--- src/rtl/hazard_stall_ctrl.sv ---
// ============================================================================
// hazard_stall_ctrl : Tuse/Tnew and mult/div-busy stall control for a 5-stage MIPS pipeline
// Revision: 1.0 - initial release
// ============================================================================
`default_nettype none

module hazard_stall_ctrl #(
   parameter int MULT_CYCLES = 5,
   parameter int DIV_CYCLES  = 10,
   parameter int CNT_W       = 4
) (
   input  logic        clk,
   input  logic        reset,
   input  logic [4:0]  rs_D,
   input  logic [4:0]  rt_D,
   input  logic [1:0]  Tuse_rs,
   input  logic [1:0]  Tuse_rt,
   input  logic        RegWrite_E,
   input  logic [4:0]  regWA_E,
   input  logic [1:0]  Tnew_E,
   input  logic        RegWrite_M,
   input  logic [4:0]  regWA_M,
   input  logic [1:0]  Tnew_M,
   input  logic        md_start_E,
   input  logic        md_is_div_E,
   input  logic        md_use_D,
   output logic        en01,
   output logic        en12,
   output logic        flush12,
   output logic        en23,
   output logic        en34,
   output logic        md_busy,
   output logic [31:0] stall_cnt
);

   localparam logic [CNT_W-1:0] c_mult_cnt = CNT_W'(MULT_CYCLES);
   localparam logic [CNT_W-1:0] c_div_cnt  = CNT_W'(DIV_CYCLES);
   localparam logic [CNT_W-1:0] c_cnt_one  = CNT_W'(1);

   typedef enum logic [0:0] {
      S_IDLE = 1'b0,
      S_BUSY = 1'b1
   } md_state_t;

   md_state_t        r_state;
   logic [CNT_W-1:0] r_cnt;
   logic [31:0]      r_stall_cnt;

   logic w_hz_rs_e, w_hz_rs_m, w_hz_rt_e, w_hz_rt_m;
   logic w_md_hz, w_stall;

   // $0 is hard-wired zero, so it can never be a real dependency
   assign w_hz_rs_e = RegWrite_E && (regWA_E == rs_D) && (rs_D != 5'd0) && (Tuse_rs < Tnew_E);
   assign w_hz_rs_m = RegWrite_M && (regWA_M == rs_D) && (rs_D != 5'd0) && (Tuse_rs < Tnew_M);
   assign w_hz_rt_e = RegWrite_E && (regWA_E == rt_D) && (rt_D != 5'd0) && (Tuse_rt < Tnew_E);
   assign w_hz_rt_m = RegWrite_M && (regWA_M == rt_D) && (rt_D != 5'd0) && (Tuse_rt < Tnew_M);

   assign w_md_hz = md_use_D && ((r_state == S_BUSY) || md_start_E);
   assign w_stall = (w_hz_rs_e || w_hz_rs_m || w_hz_rt_e || w_hz_rt_m || w_md_hz) && !reset;

   // Stalls insert a bubble at D/E; downstream registers keep flowing
   assign en01      = !w_stall;
   assign flush12   = w_stall;
   assign en12      = 1'b1;
   assign en23      = 1'b1;
   assign en34      = 1'b1;
   assign md_busy   = (r_state == S_BUSY);
   assign stall_cnt = r_stall_cnt;

   always_ff @(posedge clk) begin
      if (reset) begin
         r_state     <= S_IDLE;
         r_cnt       <= '0;
         r_stall_cnt <= '0;
      end else begin
         case (r_state)
            S_IDLE: begin
               if (md_start_E) begin
                  r_state <= S_BUSY;
                  r_cnt   <= md_is_div_E ? c_div_cnt : c_mult_cnt;
               end
            end
            S_BUSY: begin
               if (r_cnt == c_cnt_one) begin
                  r_state <= S_IDLE;
                  r_cnt   <= '0;
               end else begin
                  r_cnt <= r_cnt - c_cnt_one;
               end
            end
            default: begin
               r_state <= S_IDLE;
               r_cnt   <= '0;
            end
         endcase
         if (w_stall && (r_stall_cnt != 32'hFFFF_FFFF))
            r_stall_cnt <= r_stall_cnt + 32'd1;
      end
   end

endmodule

`default_nettype wire
--- config.mk ---
export PLATFORM = sky130hd
export DESIGN_NAME = hazard_stall_ctrl
export DESIGN_NICKNAME = d
export VERILOG_FILES = /design/src/rtl/hazard_stall_ctrl.sv
export SDC_FILE = /design/constraint.sdc
export NUM_CORES = 1
export LEC_CHECK = 0
export CORE_MARGIN = 1
export CORE_UTILIZATION = 43
export DETAILED_ROUTE_END_ITERATION = 16
export PLACE_DENSITY = 0.79
export SYNTH_ARGS = -nofsm -noshare
export SYNTH_HDL_FRONTEND = slang
export SYNTH_SLANG_ARGS = --single-unit
--- constraint.sdc ---
create_clock -name clk -period 2.1 [get_ports clk]
set_input_delay 0.315 -clock clk [delete_from_list [all_inputs] [get_ports clk]]
set_output_delay 0.315 -clock clk [all_outputs]
set_load 0.1 [all_outputs]
# ---- Word-level counts from Yosys, hierarchy flattened
# Cells that the tools add are included.
dict set report word_totals {
  regBits 37
  wordCells 48
}
dict set report classes {
  add_sub_neg 2
  n_lt_le_gt_ge 4
  eq_ne 7
  muxes 7
  bitwise_logic 1
  n_reduce_logical 24
}
# op n
set op_table {}
lappend op_table {{32-bit by 1-bit adder with 32-bit output (second input constant)} 1}
lappend op_table {{32-bit != test (second input constant)} 1}
lappend op_table {{5-bit == test} 4}
lappend op_table {{1-bit logical AND} 15}
lappend op_table {{4-bit two-way mux} 3}
lappend op_table {{5-bit nonzero test} 2}
lappend op_table {{2-bit less-than comparator} 4}
lappend op_table {{4-bit case mux with 2 select lines} 1}
lappend op_table {{1-bit logical OR} 5}
lappend op_table {{4-bit by 1-bit == test with 1-bit output (second input constant)} 1}
lappend op_table {{4-bit by 1-bit subtractor with 4-bit output (second input constant)} 1}
lappend op_table {{1-bit zero test} 2}
lappend op_table {{1-bit two-way mux} 2}
lappend op_table {{2-bit != test (second input constant)} 1}
lappend op_table {{1-bit case mux with 2 select lines} 1}
lappend op_table {{1-bit inverter} 1}

# ---- Logic depth before layout (Yosys ltp)
dict set report depth {
  word_depth 10
  mapped_depth 12
  ltp_nobuf 9
}

# ---- Worst setup path before layout
# No wires, ideal clock.
dict set report synth_path {
  path_kind {reg2out}
  start {reg r_state, in the netlist md_busy}
  end {out flush12}
  arrival_ns 2.894
  t_required_ns 1.785
  path_slack_ns -1.109
  path_stages_with_launch 5
  n_path_buf 0
  path_cell_list {dfxtp_1 o21ai_0 nand3_1 nand2b_1 inv_1}
}
dict set report synth_between {
  elab_chain_cells 4
}
# element line_no
set synth_rtl {}
lappend synth_rtl {{from (decl)} 45} ;# md_state_t r_state;
lappend synth_rtl {{from (signal assigned)} 72} ;# r_state <= S_IDLE;
lappend synth_rtl {{from (signal assigned)} 79} ;# r_state <= S_BUSY;
lappend synth_rtl {{from (signal assigned)} 85} ;# r_state <= S_IDLE;
lappend synth_rtl {{1-bit logical OR} 58} ;# assign w_md_hz = md_use_D && ((r_state == S_BUSY) || md_start_E);
lappend synth_rtl {{1-bit logical AND} 58}
lappend synth_rtl {{1-bit logical OR} 59} ;# assign w_stall = (w_hz_rs_e || w_hz_rs_m || w_hz_rt_e || w_hz_rt_m || w_md_hz) && !reset;
lappend synth_rtl {{1-bit logical AND} 59}
lappend synth_rtl {{to (decl)} 29} ;# output logic flush12,
# Every way passes these cells.

# ---- Worst setup path in the final report
dict set report layout_path {
  start {in rt_D[2]}
  end {reg r_stall_cnt[29], in the netlist stall_cnt[29]}
}
dict set report layout_between {
  elab_chain_cells 9
  word_cells_on_any_way 14
  classes_between {2 x eq/ne; 12 x reduce/logical}
}
# element line_no
set layout_rtl {}
lappend layout_rtl {{from (decl)} 15} ;# input logic [4:0] rt_D,
lappend layout_rtl {{5-bit == test} 55} ;# assign w_hz_rt_e = RegWrite_E && (regWA_E == rt_D) && (rt_D != 5'd0) && (Tuse_rt < Tnew_E);
lappend layout_rtl {{1-bit logical AND (3 in series)} 55}
lappend layout_rtl {{1-bit logical OR} 59}
lappend layout_rtl {{1-bit logical OR * (2 in series)} 59}
lappend layout_rtl {{1-bit logical AND *} 59}
lappend layout_rtl {{1-bit logical AND *} 96} ;# if (w_stall && (r_stall_cnt != 32'hFFFF_FFFF))
lappend layout_rtl {{to (signal assigned)} 97} ;# r_stall_cnt <= r_stall_cnt + 32'd1;
lappend layout_rtl {{to (decl)} 47} ;# logic [31:0] r_stall_cnt;
# Mark *: on every way between the ends. The rest lies on a longest branch, timed or not.
# A chain may end at the register's enable or synchronous reset.

==> out/qor.csv <==
metric;value;unit
whs;520.9;ps
overflow;0;
vias_per_cell;5.948;
cts_buffers;5;
r2r-start;stall_cnt[17]$_SDFFE_PP0P_;
synth_top_area_share;0.2932;
io_pins;73;
final_nets;465;
cpMaxStageDelayCell;or4_1;
grt_pass1_vias;2729;
startpoint;rt_D[2];
synth_area_per_cell;7.969;µm²
whs_path_depth;2;
synth-edff-count;0;
die-area;6185;µm²
area_delta_synth_final;71.37;%
synth_seq_cells;37;
gr-usage-all-layers;0.2812;
die_width;78.65;µm
hold_viol;0;
via_count;2950;
root_buffer;clkbuf_8;
antenna_found_initial;0;
worst_setup_path_start_kind;primary input;
grt_setup_unrepaired;true;
syn-instance-count;317;
grt_max_degree;29;
dp_slack;-846.5;ps
cts_buffer_depth;2;
cp_num_buf_inv;2;
dpl.hpwl;5.377;mm
fp.coreArea;5574;µm²
tns;-457.0;ps
powerDensity;396.3;nW/µm²
synthTopCellsByArea;dfxtp_1 29%, mux2_2 5.8%, a21oi_1 4.2%;
status;finished, violations left;
drive_gt1_frac;0.5307;
power;1716;µW
cp.required;2320;ps
cp-end-kind;flop;
min_period;2253;ps
synth_area_leader_cell;dfxtp_1;
cap_violations;0;
yosys-top-cells-count;37 x dfxtp_1, 28 x nor2_1, 21 x a21oi_1;
synth_most_common_cell;dfxtp_1;
endpoint;stall_cnt[29]$_SDFFE_PP0P_;
die_y;78.65;µm
syn_area;2526;µm²
drcViolationCount;0;
use_met2;0.4696;
fin_skew;8.752;ps
timing.fmax;443.9;MHz
fin_crit_sh;1.073;
num_rows;27;
yosysUniqueCellTypes;42;
final_max_slew_viol_count;0;
vdd_drop_max;329.7;µV
port_buffers;69;
antenna_cells;0;
start_util;0.4532;
insertion_delay;310;ps
ys_warn_count;0;
p_leak;0.001670;µW
drtIter0Drc;224;
fin_ws;-153.0;ps
cp.depth;9;
path_clk_slew;80;ps
gr-usage-met3;0.05233;
ys_seq_area_frac;0.2932;
clock-sinks;37;
worst_ep_arrival_time;2470;ps
path_cells;clkdlybuf4s15_1 -> xor2_1 -> nor4_4 -> nand4_1 -> o2bb2ai_2 -> and3_4 -> buf_12 -> or4_1 -> a21oi_1;
r2r_end;stall_cnt[31]$_SDFFE_PP0P_;
r2r_slack;-30;ps
synthArstFlopShare;0;
violations;negative setup slack;
met1_usage;0.3643;
critPathTopFamily;simple AND/OR/NAND/NOR gates;
routabilityCongestion;0.9099;
final_util;0.7767;
busiest_layer;met2;
htreeDepth;2;
wl_per_cell;18.26;µm
cp_max_fo;6;
reg2regPathDepth;8;
hp-class;flop to flop;
grt_pass1_wl;13.39;mm
first_pass_iters;4;
cts_tree;done;
synth_top_flop_cell;dfxtp_1;
antenna_left;0;
hold_buffers;0;
critical_path_class;primary input to flop;
setup_viol_count_final;9;
max_stage_delay;520;ps
wl;9.055;mm
-- metrics by stage --
step,instances,cell area [µm²]
2_1_floorplan,319,2833
3_3_place_gp,473,3675
3_5_place_dp,473,3675
4_1_cts,486,4111
5_1_grt,496,4329
6_report,496,4329
-- final cells by class --
class                      instances  area [µm²]
multi-input combinational        250        2200
fill                             356        1245
timing repair buffer             118        1071
sequential                        37       835.8
tap                               72       90.09
clock buffer                       6       72.57
inverter                          11       50.05
clock inverter                     2       10.01
-- state kept, by name, indices dropped and copies added, names as in the netlist --
register and cells:
stall_cnt 32, md_busy 1, r_cnt 4
-- worst min path at each step --
stage,from,endpoint,slack (ps)
global route,stall_cnt[14]$_SDFFE_PP0P_,stall_cnt[14]$_SDFFE_PP0P_,540
floorplan,r_cnt[2]$_SDFFE_PP0N_,r_cnt[2]$_SDFFE_PP0N_,490
finish,stall_cnt[0]$_SDFFE_PP0P_,stall_cnt[0]$_SDFFE_PP0P_,520
CTS,stall_cnt[29]$_SDFFE_PP0P_,stall_cnt[29]$_SDFFE_PP0P_,500
global placement,stall_cnt[29]$_SDFFE_PP0P_,stall_cnt[29]$_SDFFE_PP0P_,470
detailed placement,stall_cnt[29]$_SDFFE_PP0P_,stall_cnt[29]$_SDFFE_PP0P_,490
-- metal layers --
metal	vias up	wire length [µm]	share of wire
met2	148	4462	0.49
li1	1367	-	-
met4	0	160	0.018
met1	1411	3808	0.42
met5	-	0	0
met3	24	623	0.069
-- worst register-to-register path, stage by stage (launching register included) --
cell     delay, ps
dfxtp_4        370
and4_4         220
and2_4         150
nand4_1        250
buf_4          250
nor2_1         110
nand3_1        130
nor3_4         240
mux2_4         310
-- kinds of logic after synthesis --
kind of cell    Yosys count  share of synthesized area
mux                      15                    0.06835
compound gates           52                     0.1238
fa+ha+maj                 7                    0.03467
other cells               1                   0.001484
simple gates            153                     0.3527
flops                    37                     0.2932
buf+inv                  32                    0.05646
xor+xnor                 20                    0.06934
-- repair_timing --
item,4_1_cts,5_1_grt
resized for setup,111,46
pin swaps,29,31
setup endpoints to repair,34,33
cloned,3,1
buffers inserted,2,9
-- layout by cell type, fill, tap and decap left out, types with 3 or more instances in the layout --
cell             Yosys  layout
or4_1               13       5
nor4_4               1      11
nor3_1              12       3
nand3_1             16      13
mux2_4               1       9
dlygate4sd2_1        0       4
buf_6                0      12
a21oi_1             21      15
mux2_2              13       5
or4_4                0       8
dfxtp_1             37       5
o31ai_1              8       8
xor2_2               0       7
nand2_1             13      13
clkdlybuf4s50_1      0      10
buf_16               0       3
nor3_2               1       3
clkdlybuf4s15_1      0       4
o21ai_0             14      12
dfxtp_4              0      22
clkbuf_2             0       4
dfxtp_2              0      10
clkbuf_8             0       5
xnor2_1              8       8
xor2_1              12       4
buf_2                6       7
a21oi_2              0       6
buf_12               0       3
nor2_1              28      26
nor3_4               0       7
ha_1                 7       3
inv_1               11       8
nand4_1             15      15
conb_1               1       3
a211oi_1             3       3
ha_4                 0       3
nand2b_4             0       5
buf_4                4      68
nor2b_1             16      16
or3_1                7       5
-- report_power, final --
| group | internal [µW] | switching (µW) | total [µW] | leakage, µW |
|---|---|---|---|---|
| sequential | 688 | 16.4 | 704 | 0.000322 |
| combinational | 212 | 289 | 501 | 0.00130 |
| clock | 230 | 280 | 511 | 0.0000450 |
No activity file was read; power rests on OpenSTA's default activity.
